### config.mk
export PLATFORM = sky130hd
export DESIGN_NAME = fetch_unit
export DESIGN_NICKNAME = d
export VERILOG_FILES = /design/src/rtl/fetch_unit.sv
export SDC_FILE = /design/constraint.sdc
export NUM_CORES = 1
export LEC_CHECK = 0
export CAP_MARGIN = 10
export CORE_ASPECT_RATIO = 0.7
export CORE_UTILIZATION = 54
export CTS_BUF_LIST = sky130_fd_sc_hd__clkbuf_4 sky130_fd_sc_hd__clkbuf_8
export DETAILED_ROUTE_END_ITERATION = 8
export PLACE_DENSITY = 0.82
export SLEW_MARGIN = 15
export SYNTH_ARGS = -nofsm -noshare
export SYNTH_HDL_FRONTEND = slang
export SYNTH_SLANG_ARGS = --single-unit
### constraint.sdc
create_clock -name clk -period 2.7 [get_ports clk]
set_clock_uncertainty 0.15 [all_clocks]
set_input_delay 0.405 -clock clk [delete_from_list [all_inputs] [get_ports clk]]
set_output_delay 0.405 -clock clk [all_outputs]
set_load 0.02 [all_outputs]
### src/rtl/fetch_unit.sv
// fetch_unit: single-outstanding instruction fetch feeding decode through a 2-entry {instr, pc} buffer.
// Define FETCH_MISALIGN_CHECK_EN to trap misaligned redirects (fetch_fault + HALT); otherwise targets are word-aligned.
module fetch_unit #(
  parameter logic [31:0] RESET_PC = 32'h0000_0000
) (
  input  logic        clk,
  input  logic        nreset,
  output logic        imem_req,
  output logic [31:0] imem_addr,
  input  logic        imem_gnt,
  input  logic        imem_rvalid,
  input  logic [31:0] imem_rdata,
  input  logic        redirect_valid,
  input  logic [31:0] redirect_pc,
  output logic        id_valid,
  input  logic        id_ready,
  output logic [31:0] id_instr,
  output logic [31:0] id_pc,
  output logic        fetch_fault
);

  // state   | meaning
  // REQ     | requesting pc from instruction memory
  // WAIT    | one request outstanding, response goes into the buffer
  // DISCARD | one request outstanding, response is dropped (redirected)
  // FULL    | buffer holds two entries, fetching paused
  // HALT    | misaligned redirect trapped, idle until reset
  typedef enum logic [2:0] {S_REQ, S_WAIT, S_DISCARD, S_FULL, S_HALT} state_t;

  state_t      state, state_nx;
  logic [31:0] pc, pc_nx, req_pc;
  logic        run;
  logic [31:0] buf_instr [2];
  logic [31:0] buf_pc    [2];
  logic        rd_ptr, wr_ptr;
  logic [1:0]  count, count_nx, occ_after;
  logic        push, pop, flush, load_req, gnt_take;
  logic [31:0] redir_tgt;
  logic        redir_bad;

`ifdef FETCH_MISALIGN_CHECK_EN
  assign redir_tgt = redirect_pc;
  assign redir_bad = redirect_valid && (redirect_pc[1:0] != 2'b00);
`else
  assign redir_tgt = redirect_pc & 32'hFFFF_FFFC;
  assign redir_bad = 1'b0;
`endif

  // run holds the request low until the first edge after reset release
  assign imem_req  = (state == S_REQ) && run;
  assign imem_addr = pc;
  assign gnt_take  = imem_req && imem_gnt;

  assign id_valid  = (count != 2'd0);
  assign id_instr  = buf_instr[rd_ptr];
  assign id_pc     = buf_pc[rd_ptr];
  assign pop       = id_valid && id_ready;
  assign wr_ptr    = rd_ptr ^ count[0];
  assign occ_after = count + 2'd1 - {1'b0, pop};

  always_comb begin
    state_nx = state;
    pc_nx    = pc;
    push     = 1'b0;
    flush    = 1'b0;
    load_req = 1'b0;
    if (state == S_HALT) begin
      state_nx = S_HALT;
    end else if (redir_bad) begin
      flush    = 1'b1;
      state_nx = S_HALT;
    end else if (redirect_valid) begin
      flush = 1'b1;
      pc_nx = redir_tgt;
      case (state)
        S_REQ:             state_nx = gnt_take ? S_DISCARD : S_REQ;
        // a response landing with the redirect retires the outstanding request
        S_WAIT, S_DISCARD: state_nx = imem_rvalid ? S_REQ : S_DISCARD;
        default:           state_nx = S_REQ;
      endcase
    end else begin
      case (state)
        S_REQ: if (gnt_take) begin
          load_req = 1'b1;
          pc_nx    = pc + 32'd4;
          state_nx = S_WAIT;
        end
        S_WAIT: if (imem_rvalid) begin
          push     = 1'b1;
          state_nx = (occ_after == 2'd2) ? S_FULL : S_REQ;
        end
        S_DISCARD: if (imem_rvalid) state_nx = S_REQ;
        S_FULL:    if (pop) state_nx = S_REQ;
        default:   state_nx = state;
      endcase
    end
    count_nx = flush ? 2'd0 : (count + {1'b0, push} - {1'b0, pop});
  end

  always_ff @(posedge clk or negedge nreset) begin
    if (!nreset) state <= S_REQ;
    else         state <= state_nx;
  end

  always_ff @(posedge clk or negedge nreset) begin
    if (!nreset) begin
      pc     <= RESET_PC;
      req_pc <= RESET_PC;
      run    <= 1'b0;
      rd_ptr <= 1'b0;
      count  <= 2'd0;
      for (int i = 0; i < 2; i++) begin
        buf_instr[i] <= '0;
        buf_pc[i]    <= '0;
      end
    end else begin
      run   <= 1'b1;
      pc    <= pc_nx;
      count <= count_nx;
      if (load_req) req_pc <= pc;
      if (pop)      rd_ptr <= ~rd_ptr;
      if (push) begin
        buf_instr[wr_ptr] <= imem_rdata;
        buf_pc[wr_ptr]    <= req_pc;
      end
    end
  end

`ifdef FETCH_MISALIGN_CHECK_EN
  logic fault_q;
  always_ff @(posedge clk or negedge nreset) begin
    if (!nreset)        fault_q <= 1'b0;
    else if (redir_bad) fault_q <= 1'b1;
  end
  assign fetch_fault = fault_q;
`else
  assign fetch_fault = 1'b0;
`endif

endmodule
==> metrics.yaml, run 1 <==
synthesis:
  synth_edf_count: 0
  async_flop_share_pct: 100
  syn_inst: 744
  dominantRegCellSynth: "dfrtp_1"
  synth_seq_cells: 191
  yosysWarnings: 0
  yosysSeqAreaShare_pct: 53.7
  yosysUniqueCellTypes: 63
  syn_avg_cell_area_um2: 12.0
  syn_area_um2: 8910
placement:
  placed_cell_area_um2: 10900
  hpwl_mm: 15.0
  io_buffer_count: 161
  place_congestion: 0.908
cts:
  cts_tree: "yes"
  clkSinkCount: 191
  htreeDepth: 4
  insertion_delay_ns: 0.47
  cts_root_buffer: "clkbuf_8"
  clkTransAtPathRegs_ns: 0.11
  clock_path_buffers: 2
  numCtsBuffers: 17
setup_path:
  critPathBufInv: 1
  crit_type: "reg2out"
  crit_path_end_kind: "output pin"
  required_ns: 2.14
  worst_path_max_delay_cell: "clkdlybuf4s50_1"
  worstPathCellList: "nor4b_2 -> clkdlybuf4s50_1"
  critPathLaunchType: "flop"
  critical-path-top-delay-family: "buffers and inverters"
  critPathMaxFanout: 14
  critical_path_arrival_ns: 1.99
  max_stage_delay_ns: 0.66
grt:
  antenna_found_initial: 0
  first_global_vias: 6794
  grt_max_degree: 72
  grt.overflow.total: 0
  grt.total_usage_pct: 27.2
  grt_pass1_wl_mm: 35.4
finish:
  layout.nets: 979
  area_growth_pct: 26.9
  drive_gt1_share_pct: 28.9
  post-route-util_pct: 71.6
  num_antenna_cells: 0
  num-fill-cells: 1141
  multiInputGateArea_um2: 3890
  design_area_um2: 11300
  final-seq-area_um2: 4780
timing:
  rsz0062_at_grt: "no"
  tightest_slew_ns: 0.593
  tns_ns: 0
  hold-worst-slack_ns: 0.333
  finalSetupViolCount: 0
  slew_viol_final: 0
  timing.fmax_ghz: 0.392
  slew_headroom_pct: 60.5
  period_needed_ns: 2.55
  fin_crit_sh_pct: 94.4
  hold_violations: 0
detailed_routing:
  drt_iter0_drc: 404
  drt_first_pass_iters: 5
  ant_nets: 0
  routed_via_density: 5.83
  wirelength_mm: 22.0
  drc_errors: 0
  routedWlPerCell_um: 19.3
  vias: 6639
die:
  num_io_pins: 169
  die_h_um: 109
  initial_core_util_pct: 56.4
  fp.dieArea_um2: 17000
  die_w_um: 155
  coreArea_um2: 15800
  rows: 38
min_path:
  min_path_type: "in2async"
outcome:
  status: "complete, no violations"
pwr:
  cellPowerDensity_nw_per_um2: 952
  finalPower_mw: 10.8
  p_leak_nw: 5.22
  ir_drop_v: 0.000648
job:
  maxCapViolations: 0
[layout make-up]
cell class	count	share of cell area [%]
sequential	191	42.3
multi-input combinational	503	34.5
clock buffer	18	2.19
tap	220	2.44
clock inverter	14	1.58
timing repair buffer	187	16.8
inverter	5	0.166
[synthesized netlist by cell type (2+ instances only)]
library cell  count  area, µm²
a211oi_1          4       30.0
a21oi_1          17       85.1
a221o_1           4       40.0
a22o_1            4       35.0
a22oi_1           3       22.5
a311oi_1          4       35.0
a31oi_1           2       12.5
and2_1            2       12.5
and3_1            5       31.3
and4_1            6       52.6
buf_1             9       33.8
buf_2            23        115
buf_4             6       45.0
clkbuf_1         10       37.5
conb_1            2       7.51
dfrtp_1         191       4780
ha_1              4       50.1
inv_1             5       18.8
mux2_2          187       2110
mux2i_1           5       50.1
nand2_1         115        432
nand2_2           2       12.5
nand3_1          12       60.1
nand3_2           2       20.0
nand4_1           6       37.5
nor2_1           18       67.6
nor3_1            7       35.0
nor3b_1           4       30.0
nor4_1            6       37.5
o211ai_1          4       30.0
o21ai_0          19       95.1
o22ai_1          12       75.1
o31ai_1           2       15.0
or3_1             7       43.8
or4_1             4       30.0
xnor2_1           3       26.3
xor2_1            2       17.5
[kinds of logic (layout without fill, tap and decap cells)]
family,Yosys count,after routing,share of synthesized area [%]
adder cells (fa/ha/maj),4,4,0.562
flip-flops,191,191,53.7
AO/OA/AOI/OAI,86,86,6.42
AND/OR/NAND/NOR,210,210,11.6
other,2,6,0.0843
XOR/XNOR,5,5,0.492
multiplexers,192,192,24.2
buffers and inverters,54,224,2.94
[through the flow]
| step | setup slack (ns) | instances |
|---|---|---|
| after floorplan | 0.459 | 748 |
| after global placement | 0.131 | 1101 |
| after detailed placement | 0.106 | 1101 |
| after CTS | 0.0613 | 1138 |
| after global routing | 0.0179 | 1138 |
| final | 0.151 | 1138 |
[placed cells by master (no fill, tap or decap), types with 7 or more instances in the layout]
cell             Yosys  layout
o22ai_1             12      12
buf_4                6      13
or3_1                7       7
clkdlybuf4s50_1      0      98
o21ai_0             19      19
nor3_1               7       7
clkbuf_8             0      19
mux2_2             187     187
nor2_1              18      17
a21oi_1             17      17
dfrtp_1            191     188
dlygate4sd2_1        0      62
buf_12               0      10
nand3_1             12      12
nand2_1            115     115
[state kept, by name, indices dropped and copies added (netlist names)]
register and flops:
count 2, buf_instr 64, buf_pc 60, rd_ptr 1
req_pc 30, imem_addr 30, run 1, state 3
[final timing paths]
check	start	cells past startpoint	slack [ns]	endpoint
worst max-delay path	state[1]	2	0.15	imem_req
worst min-delay path	nreset	2	0.33	state[2]
worst max register to register	count[0]	6	0.20	state[1]
worst min register to register	req_pc[20]	2	0.35	req_pc[20]
max in group asynchronous	nreset	3	1.28	buf_pc[13]
min in group clk	req_pc[20]	2	0.35	req_pc[20]
[worst register-to-register path: stages, from the launching register on]
cell and delay (ns):
dfrtp_1 0.45, or2_2 0.33, nand2_1 0.16, ha_1 0.28, or4_1 0.52, a221oi_1 0.34
mux2_2 0.21
[power breakdown]
part,switching [mW],internal (mW)
combinational,2.11,2.20
clock,1.04,0.959
sequential,0.650,3.80
total,3.80,6.96
[layer usage]
layer / vias to the layer above / routed length, µm / track usage [%]
li1: 2976 / - / -
met1: 3377 / 9700 / 37.2
met2: 255 / 10600 / 44.0
met4: 0 / 341 / 8.12
met5: - / 0 / 0
met3: 31 / 1330 / 5.87
[what timing repair did]
action | 4_1_cts | 5_1_grt
gates cloned | 1 | 0
endpoints found under the hold margin | 68 | 0
gates resized for setup | 64 | 2
setup endpoints to repair | 62 | 1
hold buffers | 1 | 0
buffers inserted | 3 | 0
No activity file was read; power rests on OpenSTA's default activity.
==> inputs of run 2 (changes only) <==
--- a/config.mk
+++ b/config.mk
@@ -11,7 +11,7 @@
 export CTS_BUF_LIST = sky130_fd_sc_hd__clkbuf_4 sky130_fd_sc_hd__clkbuf_8
 export DETAILED_ROUTE_END_ITERATION = 8
 export PLACE_DENSITY = 0.82
-export SLEW_MARGIN = 15
+export SLEW_MARGIN = 30
 export SYNTH_ARGS = -nofsm -noshare
 export SYNTH_HDL_FRONTEND = slang
 export SYNTH_SLANG_ARGS = --single-unit
==> results of run 2 <==
Final layout, timing and power as in run 1 (identical DEF).
==> inputs of run 3 (changes only) <==
--- a/config.mk
+++ b/config.mk
@@ -11,6 +11,7 @@
 export CTS_BUF_LIST = sky130_fd_sc_hd__clkbuf_4 sky130_fd_sc_hd__clkbuf_8
 export DETAILED_ROUTE_END_ITERATION = 8
 export PLACE_DENSITY = 0.82
+export RECOVER_POWER = 50
 export SLEW_MARGIN = 30
 export SYNTH_ARGS = -nofsm -noshare
 export SYNTH_HDL_FRONTEND = slang
==> run 3 against run 2 <==
Die area is the same; cell count did not move; critical endpoint is now imem_addr[13]; highest routed layer unchanged; clock power hardly changed; via count is 0.92% lower; wire length about the same; hold slack improved by 0.019 ns; largest power group unchanged; sequential share of layout area rose by 0.25 points; the flow now finishes with violations (max-capacitance violations, max-slew violations); setup slack got worse by 0.028 ns; sequential cell count did not move.
==> metrics.yaml, run 3 (synthesis results as in run 1) <==
outcome:
  status: "complete, but fails checks"
  failed_checks: "max-capacitance violations, max-slew violations"
timing:
  slew_viol_final: 71
  tightest_slew_ns: 1.80
  fin_crit_sh_pct: 95.4
  hold_violations: 0
  slew_headroom_pct: -20.1
  setup_slack_ns: 0.124
  tns_ns: 0
  timing.fmax_ghz: 0.388
  finalSetupViolCount: 0
  period_needed_ns: 2.58
  rsz0062_at_grt: "no"
setup_path:
  crit_type: "reg2reg"
  required_ns: 2.90
  worstPathCellList: "or3b_4 -> nand3_2 -> clkbuf_1 -> nor3b_1 -> a221o_1"
  max_stage_delay_ns: 0.76
  critPathLaunchType: "flop"
  critical_path_arrival_ns: 2.77
  critPathMaxFanout: 19
  worst_path_max_delay_cell: "clkbuf_1"
  crit_path_end_kind: "flop"
pwr:
  ir_drop_v: 0.000648
  cellPowerDensity_nw_per_um2: 956
  p_leak_nw: 5.19
cts:
  insertion_delay_ns: 0.47
  clkSinkCount: 191
  cts_tree: "yes"
  clock_path_buffers: 2
  cts_root_buffer: "clkbuf_8"
  numCtsBuffers: 17
  clkTransAtPathRegs_ns: 0.11
  htreeDepth: 4
grt:
  grt.total_usage_pct: 27.2
  grt.overflow.total: 0
  grt_max_degree: 72
  first_global_vias: 6794
  grt_pass1_wl_mm: 35.4
  met3_usage_pct: 5.87
  grtUsageMet2_pct: 44.0
  top_usage_layer: "met2"
  antenna_found_initial: 0
  grtUsageMet1_pct: 37.2
finish:
  area_growth_pct: 26.1
  largest_register_ffs: 64
  multiInputGateArea_um2: 3880
  reg_top3: "buf_instr (64), buf_pc (60)"
  final-seq-area_um2: 4780
  layout.nets: 979
  final_cell_mix: "188 x dfrtp_1, 187 x mux2_2, 115 x nand2_1"
  num_antenna_cells: 0
  num-fill-cells: 1156
  drive_gt1_share_pct: 28.0
  final_common_cell: "dfrtp_1"
  regMostFlops: "buf_instr"
job:
  maxCapViolations: 1
die:
  rows: 38
  die_w_um: 155
  fp.dieArea_um2: 17000
  initial_core_util_pct: 56.4
  num_io_pins: 169
  die_h_um: 109
  coreArea_um2: 15800
detailed_routing:
  routedWlPerCell_um: 19.3
  wirelength_mm: 22.0
  ant_nets: 0
  drt_iter0_drc: 374
  vias: 6578
  drt_first_pass_iters: 5
  drc_errors: 0
  routed_via_density: 5.78
min_path:
  min_path_type: "reg2reg"
placement:
  io_buffer_count: 161
  dpl_worst_slack_ns: 0.106
  hpwl_mm: 15.0
  place_congestion: 0.908
## run 3: changes by cell type in the layout (fill, tap and decap cells not counted), moves of 2 or more
cell and delta:
clkdlybuf4s50_1 -4, buf_12 -2, buf_4 -6, dlygate4sd3_1 +4, clkbuf_1 +6, clkbuf_2 +2
## run 3: worst paths after layout
| path | from | slack, ns | cells after the start | endpoint |
|---|---|---|---|---|
| setup / recovery | state[2] | 0.12 | 5 | imem_addr[13] |
| hold / removal | req_pc[20] | 0.35 | 2 | req_pc[20] |
| setup reg to reg | state[2] | 0.12 | 5 | imem_addr[13] |
| hold reg to reg | req_pc[20] | 0.35 | 2 | req_pc[20] |
| max in group asynchronous | nreset | 0.35 | 3 | buf_instr[53] |
| min in group asynchronous | nreset | 0.79 | 2 | state[0] |
## run 3: cell type report
cell class                      count  share of cell area [%]
Timing Repair Buffer              187                    16.4
Multi-Input combinational cell    503                    34.6
Clock buffer                       18                    2.21
Clock inverter                     14                    1.59
Tap cell                          220                    2.45
Inverter                            5                   0.167
Sequential cell                   191                    42.6
## run 3: critical path, delay by kind of cell, from the launching register on
family          cells  cell delay, ns
flops               1            0.54
buf+inv             1            0.76
compound gates      1            0.30
simple gates        3            0.71
## run 3: report_power, final
group	leakage, nW	internal, mW	total [mW]	switching (mW)
sequential	2.43	3.80	4.45	0.649
clock	0.218	0.959	2.00	1.04
combinational	2.54	2.18	4.29	2.11
total	5.19	6.94	10.7	3.80
## run 3: routing by layer
metal / up-vias / share of wire [%]
li1: 2984 / -
met1: 3330 / 44
met2: 243 / 48
met3: 21 / 6.2
met4: 0 / 1.3
met5: - / 0
## run 3: through the flow
step | utilization (%) | power (mW) | hold WS (ns) | cell area (µm²) | instances
after floorplan | - | 7.03 | -0.0406 | 8920 | 748
after CTS | 71.6 | 10.8 | 0.340 | 11300 | 1138
after global routing | 71.2 | 11.3 | 0.367 | 11200 | 1138
after detailed placement | 68.8 | 9.05 | 0.300 | 10900 | 1101
after global placement | 68.8 | 8.83 | 0.287 | 10900 | 1101
final | 71.2 | 10.7 | 0.352 | 11200 | 1138
## run 3: timing repair
| action | 4_1_cts | 5_1_grt |
|---|---|---|
| resized for setup | 64 | 2 |
| gates cloned | 1 | 0 |
| setup endpoints to repair | 62 | 1 |
| buffers inserted | 3 | 0 |
| endpoints found under the hold margin | 68 | 0 |
| hold buffers | 1 | 0 |
